--- config.mk ---
export PLATFORM = sky130hd
export DESIGN_NAME = uart_txrx
export DESIGN_NICKNAME = d
export VERILOG_FILES = /design/src/rtl/uart_pkg.sv /design/src/rtl/uart_bit_timer.sv /design/src/rtl/uart_txrx.sv
export SDC_FILE = /design/constraint.sdc
export NUM_CORES = 1
export LEC_CHECK = 0
export CORE_MARGIN = 2
export CORE_UTILIZATION = 55
export CTS_CLUSTER_DIAMETER = 120
export DETAILED_ROUTE_END_ITERATION = 16
export PLACE_DENSITY = 0.75
export RECOVER_POWER = 50
export SETUP_SLACK_MARGIN = 0.1
export SLEW_MARGIN = 10
export SYNTH_ARGS = -nofsm -noshare
export SYNTH_HDL_FRONTEND = slang
export SYNTH_HIERARCHICAL = 1
export SYNTH_SLANG_ARGS = --single-unit
--- constraint.sdc ---
create_clock -name i_Clock -period 5.7 [get_ports i_Clock]
set_input_delay 1.425 -clock i_Clock [delete_from_list [all_inputs] [get_ports i_Clock]]
set_output_delay 1.425 -clock i_Clock [all_outputs]
set_load 0.05 [all_outputs]
--- src/rtl/uart_pkg.sv ---
// uart_pkg: shared types and constants for the uart_txrx block.
//   DATA_BITS         - payload bits per frame
//   CLKS_PER_BIT_DEF  - default system clocks per serial bit
//   tx_state_e        - transmitter FSM states
//   rx_state_e        - receiver FSM states
package uart_pkg;

  localparam int DATA_BITS        = 8;
  localparam int CLKS_PER_BIT_DEF = 87;

  typedef enum logic [2:0] {
    TX_IDLE    = 3'd0,
    TX_START   = 3'd1,
    TX_DATA    = 3'd2,
    TX_STOP    = 3'd3,
    TX_CLEANUP = 3'd4
  } tx_state_e;

  typedef enum logic [2:0] {
    RX_IDLE    = 3'd0,
    RX_START   = 3'd1,
    RX_DATA    = 3'd2,
    RX_STOP    = 3'd3,
    RX_CLEANUP = 3'd4
  } rx_state_e;

endpackage

--- src/rtl/uart_bit_timer.sv ---
// uart_bit_timer: free-running bit-period counter with clear, enable and a
// terminal-count flag. The counter wraps to zero on its own when the
// terminal value is reached, so back-to-back bit periods need no clear.
//   clk   - system clock
//   rst_n - synchronous active-low reset
//   clr   - force count to zero (wins over en)
//   en    - advance the count
//   last  - terminal value (count == last raises tc)
//   tc    - terminal count reached this cycle (only while enabled)
module uart_bit_timer #(
  parameter int WIDTH = 16
) (
  input  logic             clk,
  input  logic             rst_n,
  input  logic             clr,
  input  logic             en,
  input  logic [WIDTH-1:0] last,
  output logic             tc
);

  logic [WIDTH-1:0] count;

  assign tc = en && (count == last);

  always_ff @(posedge clk) begin
    if (!rst_n || clr) begin
      count <= '0;
    end else if (en) begin
      count <= tc ? '0 : count + 1'b1;
    end
  end

endmodule

--- src/rtl/uart_txrx.sv ---
// uart_txrx: full-duplex 8N1 UART transmitter and receiver sharing one clock.
//   CLKS_PER_BIT - system clocks per serial bit (4..65535)
//   i_Clock      - system clock, rising edge
//   i_Rst_n      - synchronous active-low reset
//   i_Tx_DV      - transmit request, sampled only while TX is idle
//   i_Tx_Byte    - byte to send, captured when the request is accepted
//   o_Tx_Active  - high from start bit until end of stop bit
//   o_Tx_Serial  - serial output, idles high
//   o_Tx_Done    - one-cycle pulse after the stop bit
//   i_Rx_Serial  - asynchronous serial input
//   o_Rx_DV      - one-cycle pulse when a byte with a valid stop bit arrives
//   o_Rx_Byte    - last valid received byte, held between frames
module uart_txrx
  import uart_pkg::*;
#(
  parameter int unsigned CLKS_PER_BIT = CLKS_PER_BIT_DEF
) (
  input  logic       i_Clock,
  input  logic       i_Rst_n,
  input  logic       i_Tx_DV,
  input  logic [7:0] i_Tx_Byte,
  output logic       o_Tx_Active,
  output logic       o_Tx_Serial,
  output logic       o_Tx_Done,
  input  logic       i_Rx_Serial,
  output logic       o_Rx_DV,
  output logic [7:0] o_Rx_Byte
);

  localparam logic [15:0] BIT_LAST  = 16'(CLKS_PER_BIT - 1);
  localparam logic [15:0] HALF_LAST = 16'((CLKS_PER_BIT - 1) / 2);
  localparam logic [2:0]  IDX_LAST  = 3'(DATA_BITS - 1);

  // ---------------- transmitter ----------------
  tx_state_e  tx_state_q, tx_state_d;
  logic [2:0] tx_idx_q, tx_idx_d, tx_idx_inc;
  logic [7:0] tx_byte_q, tx_byte_d;
  logic       tx_serial_q, tx_serial_d;
  logic       tx_active_q, tx_active_d;
  logic       tx_done_q, tx_done_d;
  logic       tx_tmr_clr, tx_tmr_en, tx_tmr_tc;

  uart_bit_timer #(.WIDTH(16)) u_tx_timer (
    .clk   (i_Clock),
    .rst_n (i_Rst_n),
    .clr   (tx_tmr_clr),
    .en    (tx_tmr_en),
    .last  (BIT_LAST),
    .tc    (tx_tmr_tc)
  );

  assign tx_idx_inc = tx_idx_q + 3'd1;

  // Line level is registered so it changes on the edge the state changes.
  always_comb begin
    tx_state_d  = tx_state_q;
    tx_idx_d    = tx_idx_q;
    tx_byte_d   = tx_byte_q;
    tx_serial_d = tx_serial_q;
    tx_active_d = tx_active_q;
    tx_done_d   = 1'b0;
    tx_tmr_clr  = 1'b0;
    tx_tmr_en   = 1'b0;
    case (tx_state_q)
      TX_IDLE: begin
        tx_serial_d = 1'b1;
        tx_tmr_clr  = 1'b1;
        tx_idx_d    = '0;
        if (i_Tx_DV) begin
          tx_byte_d   = i_Tx_Byte;
          tx_active_d = 1'b1;
          tx_serial_d = 1'b0;
          tx_state_d  = TX_START;
        end
      end
      TX_START: begin
        tx_tmr_en = 1'b1;
        if (tx_tmr_tc) begin
          tx_serial_d = tx_byte_q[0];
          tx_state_d  = TX_DATA;
        end
      end
      TX_DATA: begin
        tx_tmr_en = 1'b1;
        if (tx_tmr_tc) begin
          if (tx_idx_q == IDX_LAST) begin
            tx_idx_d    = '0;
            tx_serial_d = 1'b1;
            tx_state_d  = TX_STOP;
          end else begin
            tx_idx_d    = tx_idx_inc;
            tx_serial_d = tx_byte_q[tx_idx_inc];
          end
        end
      end
      TX_STOP: begin
        tx_tmr_en = 1'b1;
        if (tx_tmr_tc) begin
          tx_done_d   = 1'b1;
          tx_active_d = 1'b0;
          tx_state_d  = TX_CLEANUP;
        end
      end
      TX_CLEANUP: tx_state_d = TX_IDLE;
      default:    tx_state_d = TX_IDLE;
    endcase
  end

  always_ff @(posedge i_Clock) begin
    if (!i_Rst_n) begin
      tx_state_q  <= TX_IDLE;
      tx_idx_q    <= '0;
      tx_serial_q <= 1'b1;
      tx_active_q <= 1'b0;
      tx_done_q   <= 1'b0;
    end else begin
      tx_state_q  <= tx_state_d;
      tx_idx_q    <= tx_idx_d;
      tx_serial_q <= tx_serial_d;
      tx_active_q <= tx_active_d;
      tx_done_q   <= tx_done_d;
    end
  end

  // Payload holding register carries no reset; it is always loaded on accept.
  always_ff @(posedge i_Clock) begin
    tx_byte_q <= tx_byte_d;
  end

  assign o_Tx_Serial = tx_serial_q;
  assign o_Tx_Active = tx_active_q;
  assign o_Tx_Done   = tx_done_q;

  // ---------------- receiver ----------------
  logic       rx_sync1, rx_sync2;
  rx_state_e  rx_state_q, rx_state_d;
  logic [2:0] rx_idx_q, rx_idx_d;
  logic [7:0] rx_shift_q, rx_shift_d;
  logic [7:0] rx_byte_q, rx_byte_d;
  logic       rx_dv_q, rx_dv_d;
  logic       rx_tmr_clr, rx_tmr_en, rx_tmr_tc;
  logic [15:0] rx_tmr_last;

  // Two-flop synchroniser; idles at the line's mark level.
  always_ff @(posedge i_Clock) begin
    if (!i_Rst_n) begin
      rx_sync1 <= 1'b1;
      rx_sync2 <= 1'b1;
    end else begin
      rx_sync1 <= i_Rx_Serial;
      rx_sync2 <= rx_sync1;
    end
  end

  // Half a bit in START lands later samples on bit centres; the timer's
  // self-wrap at that point restarts the full-bit count.
  assign rx_tmr_last = (rx_state_q == RX_START) ? HALF_LAST : BIT_LAST;

  uart_bit_timer #(.WIDTH(16)) u_rx_timer (
    .clk   (i_Clock),
    .rst_n (i_Rst_n),
    .clr   (rx_tmr_clr),
    .en    (rx_tmr_en),
    .last  (rx_tmr_last),
    .tc    (rx_tmr_tc)
  );

  always_comb begin
    rx_state_d = rx_state_q;
    rx_idx_d   = rx_idx_q;
    rx_shift_d = rx_shift_q;
    rx_byte_d  = rx_byte_q;
    rx_dv_d    = 1'b0;
    rx_tmr_clr = 1'b0;
    rx_tmr_en  = 1'b0;
    case (rx_state_q)
      RX_IDLE: begin
        rx_tmr_clr = 1'b1;
        rx_idx_d   = '0;
        if (!rx_sync2) rx_state_d = RX_START;
      end
      RX_START: begin
        rx_tmr_en = 1'b1;
        if (rx_tmr_tc) rx_state_d = rx_sync2 ? RX_IDLE : RX_DATA;
      end
      RX_DATA: begin
        rx_tmr_en = 1'b1;
        if (rx_tmr_tc) begin
          rx_shift_d[rx_idx_q] = rx_sync2;
          if (rx_idx_q == IDX_LAST) begin
            rx_idx_d   = '0;
            rx_state_d = RX_STOP;
          end else begin
            rx_idx_d = rx_idx_q + 3'd1;
          end
        end
      end
      RX_STOP: begin
        rx_tmr_en = 1'b1;
        if (rx_tmr_tc) begin
          // A low stop bit is a framing error: the byte is dropped silently.
          if (rx_sync2) begin
            rx_byte_d = rx_shift_q;
            rx_dv_d   = 1'b1;
          end
          rx_state_d = RX_CLEANUP;
        end
      end
      RX_CLEANUP: rx_state_d = RX_IDLE;
      default:    rx_state_d = RX_IDLE;
    endcase
  end

  always_ff @(posedge i_Clock) begin
    if (!i_Rst_n) begin
      rx_state_q <= RX_IDLE;
      rx_idx_q   <= '0;
      rx_byte_q  <= 8'h00;
      rx_dv_q    <= 1'b0;
    end else begin
      rx_state_q <= rx_state_d;
      rx_idx_q   <= rx_idx_d;
      rx_byte_q  <= rx_byte_d;
      rx_dv_q    <= rx_dv_d;
    end
  end

  always_ff @(posedge i_Clock) begin
    rx_shift_q <= rx_shift_d;
  end

  assign o_Rx_DV   = rx_dv_q;
  assign o_Rx_Byte = rx_byte_q;

endmodule

==> reports/metrics.cfg <==
[outcome]
outcome = finished clean

[pwr]
peakVddDrop_v = 0.0001830
power_switching_uw = 241.0
p_seq_frac = 0.567
p_int_uw = 720.7
clockPowerShare = 0.376
leakagePower_nw = 1.550
swShare = 0.2506
pwr-share-comb = 0.057
p_per_area_nw_per_um2 = 229.9

[layout]
fillers = 539
syn2layout_area_growth_pct = 14.33
drive_above_1_share = 0.05607
insertedDiodeCount = 0
nets = 441
register_area_um2 = 1642
design_area_um2 = 4183
multi_input_area_um2 = 2003

[logic_synthesis]
synth_flop_cell = dfxtp_1
yosysUniqueCellTypes = 47
yosysSeqAreaShare = 0.4487
synthArstFlopShare = 0
ys_warn_count = 6
netlist_area_um2 = 3659
synth.avg_cell_area_um2 = 9.679
synthCells = 378
synth_edf_count = 16
ys_ff_latch = 74

[critical_path]
slowest_stage = nor3_1
regToRegStartpoint = rx_state_q[0]
cp_max_fo = 9
crit_required_ps = 5920
crit_arrival_ps = 4090
cp_cell_sequence = nor3b_1 > inv_1 > xor2_1 > nor4_1 > nand4_1 > nor3_1 > and2_1 > nand4b_1 > mux2i_1 > nor2_1
r2r_slack_ps = 1830
endpoint_kind = flip-flop
cp-start-kind = flip-flop
path_class = flip-flop to flip-flop
slowest_delay_ps = 680
crit_start = rx_state_q[0]

[timing]
worst_slew_pin_slew_ps = 858.0
setup_violations = 0
period_minus_slack_ps = 3867
rsz0062_at_grt = false
fin_crit_sh = 0.6783
hold_viol_final = 0
finClkSkew_ps = 10.36
fin_ws_ps = 1833
whs_ps = 431.4
slew-limit-headroom = 0.4236
setup_tns_ps = 0
slew_viol_final = 0
max_freq_mhz = 258.6

[placed_design]
dpl.hpwl_um = 4886
place_congestion = 0.8066
io_buffers = 23
place_ws_ps = 1873
placed_cell_area_um2 = 4005

[global_route]
grt_max_degree = 18
antenna_found_initial = 0
grt_pass1_wl_um = 11840
grt_pass1_vias = 2659
grt-ovfl-total = 0
track_usage = 0.2028

[cts]
post_cts_buffers = 0
cts_resized = 0
cts_buffers = 9
cts_tree = built
clkLatencyLatePin_ps = 350
cts_buffer_depth = 2
cts_root_buf = clkbuf_8
clock-sinks = 74
cts_max_level = 3
ctsHoldBuffers = 0
clkTransAtPathRegs_ps = 80

[drt]
met1_length_um = 3303
route.vias.total = 2690
wl_met2_um = 3343
wl_per_cell_um = 13.70
ant_nets = 0
first_iter_violations = 106
drc = 0
wirelength_um = 6919
wl_met3_um = 184
firstDrtPassIters = 4
maxUsedRoutingLayer = met4
viasPerCell = 5.327

[floorplan]
io_pins = 24
die_w_um = 85.56
die_h_um = 85.56
fp-row-count = 29
start_util = 0.5729
dieArea_um2 = 7321
coreArea_um2 = 6386

[min_path]
min_path_type = flip-flop to flip-flop
hp-start = rx_sync1

[flow_run]
cap_viol_max_count = 0

==> state kept, by name, indices dropped and copies added (netlist names) <==
signal            flops
tx_idx_q              3
rx_state_q            3
o_Tx_Done             1
rx_sync1              1
u_tx_timer/count     16
o_Tx_Active           1
tx_state_q            3
rx_shift_q            8
o_Rx_DV               1
rx_idx_q              3
rx_sync2              1
o_Rx_Byte             8
u_rx_timer/count     16
o_Tx_Serial           1
tx_byte_q             8
==> power groups by stage <==
| stage | Combinational [mW] | Clock, mW | Sequential [mW] |
|---|---|---|---|
| 4_1_cts | 0.0555 | 0.374 | 0.545 |
| 2_1_floorplan | 0.0354 | 0 | 0.560 |
| 3_3_place_gp | 0.0540 | 0 | 0.557 |
| 3_5_place_dp | 0.0553 | 0 | 0.557 |
| 6_report | 0.0546 | 0.362 | 0.545 |
| 5_1_grt | 0.0607 | 0.396 | 0.546 |
==> final timing paths <==
kind,end,cells past startpoint
setup / recovery,o_Rx_Byte[7],10
hold / removal,rx_sync2,1
setup reg to reg,o_Rx_Byte[7],10
hold reg to reg,rx_sync2,1
==> metrics by stage <==
stage / power (mW) / cells / util
floorplan: 0.5950 / 402 / -
global placement: 0.6111 / 489 / 0.6272
detailed placement: 0.6128 / 489 / 0.6272
CTS: 0.9750 / 505 / 0.6550
global route: 1.003 / 505 / 0.6550
finish: 0.9618 / 505 / 0.6550
==> worst max-delay path, delay by kind of cell, from the launching register on <==
kind	cells	cell delay [ps]
xor+xnor	1	200
buf+inv	1	200
flops	1	440
mux	1	320
simple gates	7	2580
==> cell usage after synthesis (all sizes together), types with 5 or more instances <==
master	instances	area [µm²]
inv	8	30.03
xnor2	19	166.4
nor3	41	205.2
nand2b	7	43.79
a21oi	10	50.05
ha	6	75.07
xor2	42	367.9
nor2b	5	31.28
buf	7	47.55
nor4	18	172.7
nor2	38	142.6
nand2	26	97.59
clkbuf	6	22.52
mux2i	10	100.1
dfxtp	58	1161
edfxtp	16	480.5
o21ai	6	30.03
nand4	8	50.05
nand3	13	90.08
==> cell usage in the layout (no fill, tap or decap), types with 3 or more instances in the layout <==
master,n
nor4_4,4
conb_1,26
edfxtp_1,16
dlygate4sd3_1,11
xnor2_1,19
o21ai_0,6
nand2_1,26
clkdlybuf4s50_1,12
nor3_1,41
nor2_1,38
ha_1,6
clkbuf_8,9
nor2b_1,5
nand4_1,8
nand2b_1,7
nor4_1,14
inv_1,8
dfxtp_1,58
a21oi_1,10
mux2i_1,10
clkinv_4,3
nand3_1,11
xor2_1,42
==> final cells by class <==
| class | count | area share |
|---|---|---|
| inverter | 9 | 0.008077 |
| tap | 77 | 0.02303 |
| clock buffer | 9 | 0.02961 |
| clock inverter | 7 | 0.01286 |
| timing repair buffer | 23 | 0.05504 |
| multi-input combinational | 306 | 0.4789 |
| sequential | 74 | 0.3925 |
==> routing by layer <==
metal	GRT usage	vias to the layer above
met5	0	-
met4	0.07504	0
met3	0.05101	9
met2	0.3423	34
met1	0.2514	1239
li1	-	1408
==> cells by family after synthesis <==
| family | synth area share |
|---|---|
| simple gates | 0.2650 |
| flops | 0.4487 |
| xor+xnor | 0.1460 |
| compound gates | 0.04446 |
| buf+inv | 0.02839 |
| mux | 0.04480 |
| fa+ha+maj | 0.02052 |
| other cells | 0.002053 |
Note: power is estimated with default switching activity, not from simulation.
